`src/rtl/button_cmd_arbiter.sv`:
```
// -----------------------------------------------------------------------------
// button_cmd_arbiter
//   Round-robin arbiter sharing one command-driven resource among N_REQ
//   push-button requesters. Each falling edge of an active-low button level is
//   detected once and queued as a pending request; pending requests are granted
//   one at a time through a start/done handshake.
//
// Ports:
//   clk        in   system clock, all state on rising edge
//   rst        in   asynchronous active-high reset
//   req_n      in   [N_REQ] active-low requester levels (synchronous to clk)
//   done       in   resource finished current command, sampled only in WAIT
//   start      out  one-cycle pulse launching the resource for grant_sel
//   grant_sel  out  [SEL_W] index of the current or last granted requester
//   grant_vec  out  [N_REQ] one-hot grant while busy, else 0
//   busy       out  high in ISSUE and WAIT
//   pending    out  [N_REQ] queued-request bits
//   drop       out  pulse: press arrived while that requester was already queued
//   timeout    out  pulse on watchdog abort (0 unless ARB_TIMEOUT_EN)
//
// Configuration macro:
//   ARB_TIMEOUT_EN  builds a WAIT watchdog of TIMEOUT_CYC cycles.
// -----------------------------------------------------------------------------
module button_cmd_arbiter #(
  parameter int N_REQ       = 4,
  parameter int SEL_W       = 2,
  parameter int TIMEOUT_CYC = 255
) (
  input  logic             clk,
  input  logic             rst,
  input  logic [N_REQ-1:0] req_n,
  input  logic             done,
  output logic             start,
  output logic [SEL_W-1:0] grant_sel,
  output logic [N_REQ-1:0] grant_vec,
  output logic             busy,
  output logic [N_REQ-1:0] pending,
  output logic             drop,
  output logic             timeout
);

  // Reject configurations grant_sel cannot address or the watchdog cannot count.
  if ((2**SEL_W < N_REQ) || (N_REQ < 2) || (N_REQ > 8) || (TIMEOUT_CYC < 1)) begin : g_bad_cfg
    $error("button_cmd_arbiter: illegal parameter set");
  end

  typedef enum logic [1:0] {
    ST_IDLE  = 2'd0,
    ST_ISSUE = 2'd1,
    ST_WAIT  = 2'd2
  } state_t;

  state_t           state_q;
  logic [SEL_W-1:0] last_grant_q;
  logic [SEL_W-1:0] grant_sel_q;
  logic [N_REQ-1:0] grant_vec_q;
  logic             start_q;
  logic             busy_q;
  logic             timeout_q;
  logic [N_REQ-1:0] req_prev_q;
  logic [N_REQ-1:0] pending_q;
  logic [N_REQ-1:0] pending_d;
  logic             drop_q;
  logic             drop_d;
  logic [N_REQ-1:0] press_s;
  logic [N_REQ-1:0] clr_s;
  logic [SEL_W:0]   pick_s;

`ifdef ARB_TIMEOUT_EN
  localparam int CNT_W = $clog2(TIMEOUT_CYC + 1);
  // Value seen in the last permitted WAIT cycle; the abort edge takes it to TIMEOUT_CYC.
  localparam logic [CNT_W-1:0] CNT_LAST = CNT_W'(TIMEOUT_CYC - 1);
  logic [CNT_W-1:0] wait_cnt_q;
`endif

  function automatic logic [N_REQ-1:0] onehot(input logic [SEL_W-1:0] sel);
    return {{(N_REQ-1){1'b0}}, 1'b1} << sel;
  endfunction

  // Returns {found, index} of the first set bit scanning last+1, last+2, ...
  // Scanning from the far end lets the nearest hit overwrite earlier ones.
  function automatic logic [SEL_W:0] rr_pick(input logic [N_REQ-1:0] pend,
                                             input logic [SEL_W-1:0] last);
    logic [SEL_W:0]   res;
    logic [SEL_W-1:0] cand;
    res = {1'b0, {SEL_W{1'b0}}};
    for (int k = N_REQ; k >= 1; k--) begin
      cand = SEL_W'((int'(last) + k) % N_REQ);
      if (pend[cand]) begin
        res = {1'b1, cand};
      end else begin
        res = res;
      end
    end
    return res;
  endfunction

  // Press detection, pending set/clear (set wins) and drop detection.
  always_comb begin
    clr_s     = {N_REQ{1'b0}};
    if (state_q == ST_ISSUE) begin
      clr_s = onehot(grant_sel_q);
    end else begin
      clr_s = {N_REQ{1'b0}};
    end
    press_s   = req_prev_q & ~req_n;
    pending_d = (pending_q & ~clr_s) | press_s;
    drop_d    = |(press_s & pending_q & ~clr_s);
    pick_s    = rr_pick(pending_q, last_grant_q);
  end

  // Button history, request queue and drop pulse registers.
  always_ff @(posedge clk or posedge rst) begin
    if (rst) begin
      req_prev_q <= {N_REQ{1'b1}};
      pending_q  <= {N_REQ{1'b0}};
      drop_q     <= 1'b0;
    end else begin
      req_prev_q <= req_n;
      pending_q  <= pending_d;
      drop_q     <= drop_d;
    end
  end

  // Grant FSM with registered handshake and grant outputs.
  always_ff @(posedge clk or posedge rst) begin
    if (rst) begin
      state_q      <= ST_IDLE;
      last_grant_q <= SEL_W'(N_REQ - 1);
      grant_sel_q  <= {SEL_W{1'b0}};
      grant_vec_q  <= {N_REQ{1'b0}};
      start_q      <= 1'b0;
      busy_q       <= 1'b0;
      timeout_q    <= 1'b0;
`ifdef ARB_TIMEOUT_EN
      wait_cnt_q   <= {CNT_W{1'b0}};
`endif
    end else begin
      timeout_q <= 1'b0;
      case (state_q)
        ST_IDLE: begin
          if (pick_s[SEL_W]) begin
            grant_sel_q <= pick_s[SEL_W-1:0];
            grant_vec_q <= onehot(pick_s[SEL_W-1:0]);
            start_q     <= 1'b1;
            busy_q      <= 1'b1;
            state_q     <= ST_ISSUE;
          end else begin
            grant_vec_q <= {N_REQ{1'b0}};
            start_q     <= 1'b0;
            busy_q      <= 1'b0;
            state_q     <= ST_IDLE;
          end
        end
        ST_ISSUE: begin
          // done is deliberately ignored here; the command has only just launched.
          start_q <= 1'b0;
          state_q <= ST_WAIT;
`ifdef ARB_TIMEOUT_EN
          wait_cnt_q <= {CNT_W{1'b0}};
`endif
        end
        ST_WAIT: begin
          if (done) begin
            last_grant_q <= grant_sel_q;
            grant_vec_q  <= {N_REQ{1'b0}};
            busy_q       <= 1'b0;
            state_q      <= ST_IDLE;
`ifdef ARB_TIMEOUT_EN
          end else if (wait_cnt_q == CNT_LAST) begin
            // Abandon the command; the request is not requeued.
            wait_cnt_q   <= wait_cnt_q + {{(CNT_W-1){1'b0}}, 1'b1};
            timeout_q    <= 1'b1;
            last_grant_q <= grant_sel_q;
            grant_vec_q  <= {N_REQ{1'b0}};
            busy_q       <= 1'b0;
            state_q      <= ST_IDLE;
          end else begin
            wait_cnt_q   <= wait_cnt_q + {{(CNT_W-1){1'b0}}, 1'b1};
            state_q      <= ST_WAIT;
          end
`else
          end else begin
            state_q      <= ST_WAIT;
          end
`endif
        end
        default: begin
          grant_vec_q <= {N_REQ{1'b0}};
          start_q     <= 1'b0;
          busy_q      <= 1'b0;
          state_q     <= ST_IDLE;
        end
      endcase
    end
  end

  assign start     = start_q;
  assign grant_sel = grant_sel_q;
  assign grant_vec = grant_vec_q;
  assign busy      = busy_q;
  assign pending   = pending_q;
  assign drop      = drop_q;
  assign timeout   = timeout_q;

endmodule

```
`config.mk`:
```
export PLATFORM = sky130hd
export DESIGN_NAME = button_cmd_arbiter
export DESIGN_NICKNAME = d
export VERILOG_FILES = /design/src/rtl/button_cmd_arbiter.sv
export SDC_FILE = /design/constraint.sdc
export NUM_CORES = 1
export LEC_CHECK = 0
export ABC_AREA = 1
export BUFFER_PORTS_ARGS = -buffer_cell sky130_fd_sc_hd__clkbuf_2
export CAP_MARGIN = 15
export CORE_MARGIN = 4
export CORE_UTILIZATION = 52
export DETAILED_ROUTE_END_ITERATION = 6
export PLACE_DENSITY_LB_ADDON = 0.25
export SKIP_CTS_REPAIR_TIMING = 1
export SYNTH_ARGS = -nofsm -noshare
export SYNTH_HDL_FRONTEND = slang
export SYNTH_SLANG_ARGS = --single-unit
```
`constraint.sdc`:
```
create_clock -name clk -period 1.49 [get_ports clk]
set_input_delay 0.2235 -clock clk [delete_from_list [all_inputs] [get_ports clk]]
set_output_delay 0.2235 -clock clk [all_outputs]
set_load 0.005 [all_outputs]
```
==> results by stage <==
Critical path:
- The startpoint identified for the worst register-to-register timing path is last_grant_q[0].
- The critical path class is flop to flop.
- The worst setup path startpoint is last_grant_q[0].
- The critical path data required time is 1690 ps.
- STA classifies the critical path endpoint as a flop.
- Data arrives at the worst endpoint at 1750 ps.
- The worst setup path is launched from a flop.
- The top fanout value on the critical path is 7.

Synth:
- The number of nets produced by synthesis is 134.
- The share of synthesized area occupied by flip-flops and latches is 0.510.
- In this run the mean area of a mapped cell was 8.23 µm².
- Sorting the synthesized cells by area gives the leading types as dfrtp_1, nand2_1, dfstp_2, inv_1, nand3_1.
- The count of synthesis-stage warnings from yosys is 0.
- nand2_1 is the most common cell in the netlist.
- The share of synthesized area in the top cell type comes to 0.359.
- After synthesis the netlist holds a flip-flop and latch count of 21.
- The prevailing post-synth register cell is dfrtp_1.
- The commonest cells after synthesis are nand2_1, inv_1, dfrtp_1.
- The async set or reset register ratio after synthesis is 1.00.
- Yosys mapped a number of flops with a built-in enable equal to 0.
- Synthesis produced a netlist whose cell count is 127.
- The combined area of all synthesized cells is 1040 µm².
- The number of distinct library cells after synthesis is 23.
- The cell type contributing the most total cell area after synthesis is dfrtp_1.

Min path:
- The launch instance of the worst min-delay path is req_n[3].
- The type of the tightest min-delay check is primary input to flop.

Timing:
- For this run, the top clock speed supported by timing is 647 MHz.
- Summed over all failing endpoints, the final setup total negative slack is -195 ps.
- Setup repair after global routing could not meet its margin everywhere.
- The period utilization is 1.04.
- After layout, the worst setup slack is -56.6 ps.
- The final hold violation count came to 1.
- The minimum clock period after layout is 1550 ps.
- The final-report setup violation count is 6.
- The worst-case clock skew is ~3.6 ps.
- The final-report max-slew violation count is 0.
- The worst-case hold slack is -0.354 ps.

Place:
- The HPWL after detailed placement is 1500 µm.
- The count of input and output buffers is 19.
- At the end of routability-driven placement, the weighted congestion stood at 0.770.
- The setup slack at placement is -53.9 ps.

Layout:
- The relative area change from synthesis to final layout is 27.3%.
- In the final layout, the share of cells above drive strength 1 is 0.397.
- The number of nets in the layout is 164.
- The number of antenna cells inserted is 0.
- The filler cells instantiated in the layout total 140.

Outcome:
- The run finished, with violations left.
- The final reports fail on hold timing, setup timing.

Floorplanning:
- The width of the chip is 52.8 µm.
- The initial standard-cell utilization of the core is 0.574.
- The die height is 52.8 µm.
- The total area inside the core boundary comes to ~1800 µm².
- The floorplan die area is 2790 µm².
- The number of cell rows is 15.
- The number of top-level pins is 21.

Power and ir drop:
- Summed over all cells, the static leakage comes to 0.720 nW.
- Summing internal, switching and leakage power gives 2.95 mW.
- IR analysis of the VDD net gives a maximum drop of 1.29 mV.
- The areal power density over the cells is about 2200 nW/µm².

Global route:
- The wire length of the first global-routing pass is around 3400 µm.
- The remaining global-route overflow is 0.
- Across every metal layer, demand over resource in global routing totals 0.165.
- The number of global-route vias before repair is between 800 and 900.
- The initial antenna violation count came to 0.
- The maximum number of pins on one net before global-route repair is 22.

Routing:
- Wires add up to 2180 µm.
- For this run, the detailed router's first-pass iteration total came to 4.
- The number of vias after detailed routing is 926.
- The count of antenna-violating nets left after detailed routing is 0.
- The detailed router finished its first iteration with 11 violations.
- The post-route DRC violation count is 0.
- The mean number of vias per cell is 5.12.
- The average wire length per cell after detail routing is roughly 12 µm.

Clock network:
- No sink is reached through more buffers than the 2 on the longest clock path.
- At the later pin of the worst-skew pair, clock insertion delay measures 300 ps.
- Clock tree synthesis inserted a total of 3 buffers.
- The clock net in this run drives a total of 21 sinks.
- In this run the number of H-tree levels came out at 1.
- The CTS tree is yes.
- After clock tree synthesis, the clock-pin slew on the worst setup and hold paths is 110 ps.
- CTS placed an instance of clkbuf_4 at the clock tree root.

Run:
- Across the run, the number of max-cap violations was 0.
final cells by class:
type,instances,area [µm²],share of cell area
well taps,25,31.3,0.0235
inverters,20,80.1,0.0602
clock buffers,4,26.3,0.0198
multi-input cells,84,480,0.361
repair buffers,27,179,0.135
flip-flops and latches,21,533,0.401
worst paths after layout:
kind                                  to  slack (ps)  cells past startpoint
setup / recovery            grant_sel[0]         -60                     11
hold / removal             req_prev_q[3]        -0.4                      1
setup reg to reg            grant_sel[0]         -60                     11
hold reg to reg             grant_vec[0]         490                      2
max in group asynchronous  req_prev_q[1]         760                      4
min in group asynchronous   grant_sel[0]         460                      4
sequential cells by signal, indices dropped and copies added, names as in the netlist:
name / flops
grant_vec: 4
pending: 4
req_prev_q: 4
grant_sel: 2
last_grant_q: 2
state_q: 2
busy: 1
drop: 1
start: 1
cells in the final DEF, fill, tap and decap left out:
cell type,count
buf_12,1
nand3_1,10
buf_4,3
a21oi_1,1
dfstp_2,6
nand2_2,17
clkinv_4,1
o21ai_4,1
nor3_2,1
inv_2,2
a22o_1,3
clkbuf_1,1
o21bai_1,1
o21ai_0,2
nand2_4,3
o21ai_1,2
nand3_2,3
dlygate4sd3_1,3
clkbuf_4,3
o2111ai_1,1
dfrtp_1,15
nand4_1,5
inv_1,17
nand2_1,30
conb_1,1
buf_6,1
clkbuf_2,19
nor2_4,1
nor2_1,2
critical path, stage by stage (launching register included):
cell and delay (ps):
dfstp_2 600, buf_12 130, buf_6 100, o21ai_4 70, nand2_2 90, nand2_1 60
nand2_2 80, nand2_2 50, nand2_2 80, nand2_2 70, nand2_1 60, o21ai_1 60
kinds of logic after synthesis:
| family | synth area share |
|---|---|
| AO/OA/AOI/OAI | 0.0731 |
| AND/OR/NAND/NOR | 0.319 |
| buffers and inverters | 0.0946 |
| flip-flops | 0.510 |
| other | 0.00359 |
power by group:
group / internal (mW) / switching (mW)
clock: 0.104 / 0.166
combinational: 0.671 / 1.03
sequential: 0.792 / 0.184
per-layer routing:
metal	global-route usage	wire length, µm	vias to the layer above
met2	0.279	1080	19
met3	0.0171	65	4
li1	-	-	466
met5	0	0	-
met1	0.216	1000	437
met4	0.0638	28	0
stage by stage:
step	utilization	instances	cell area (µm²)
after CTS	0.652	174	1190
after floorplan	-	127	1040
after detailed placement	0.637	170	1160
after global routing	0.731	181	1330
after global placement	0.637	170	1160
final	0.731	181	1330
Power figures use the tool's default switching activity.
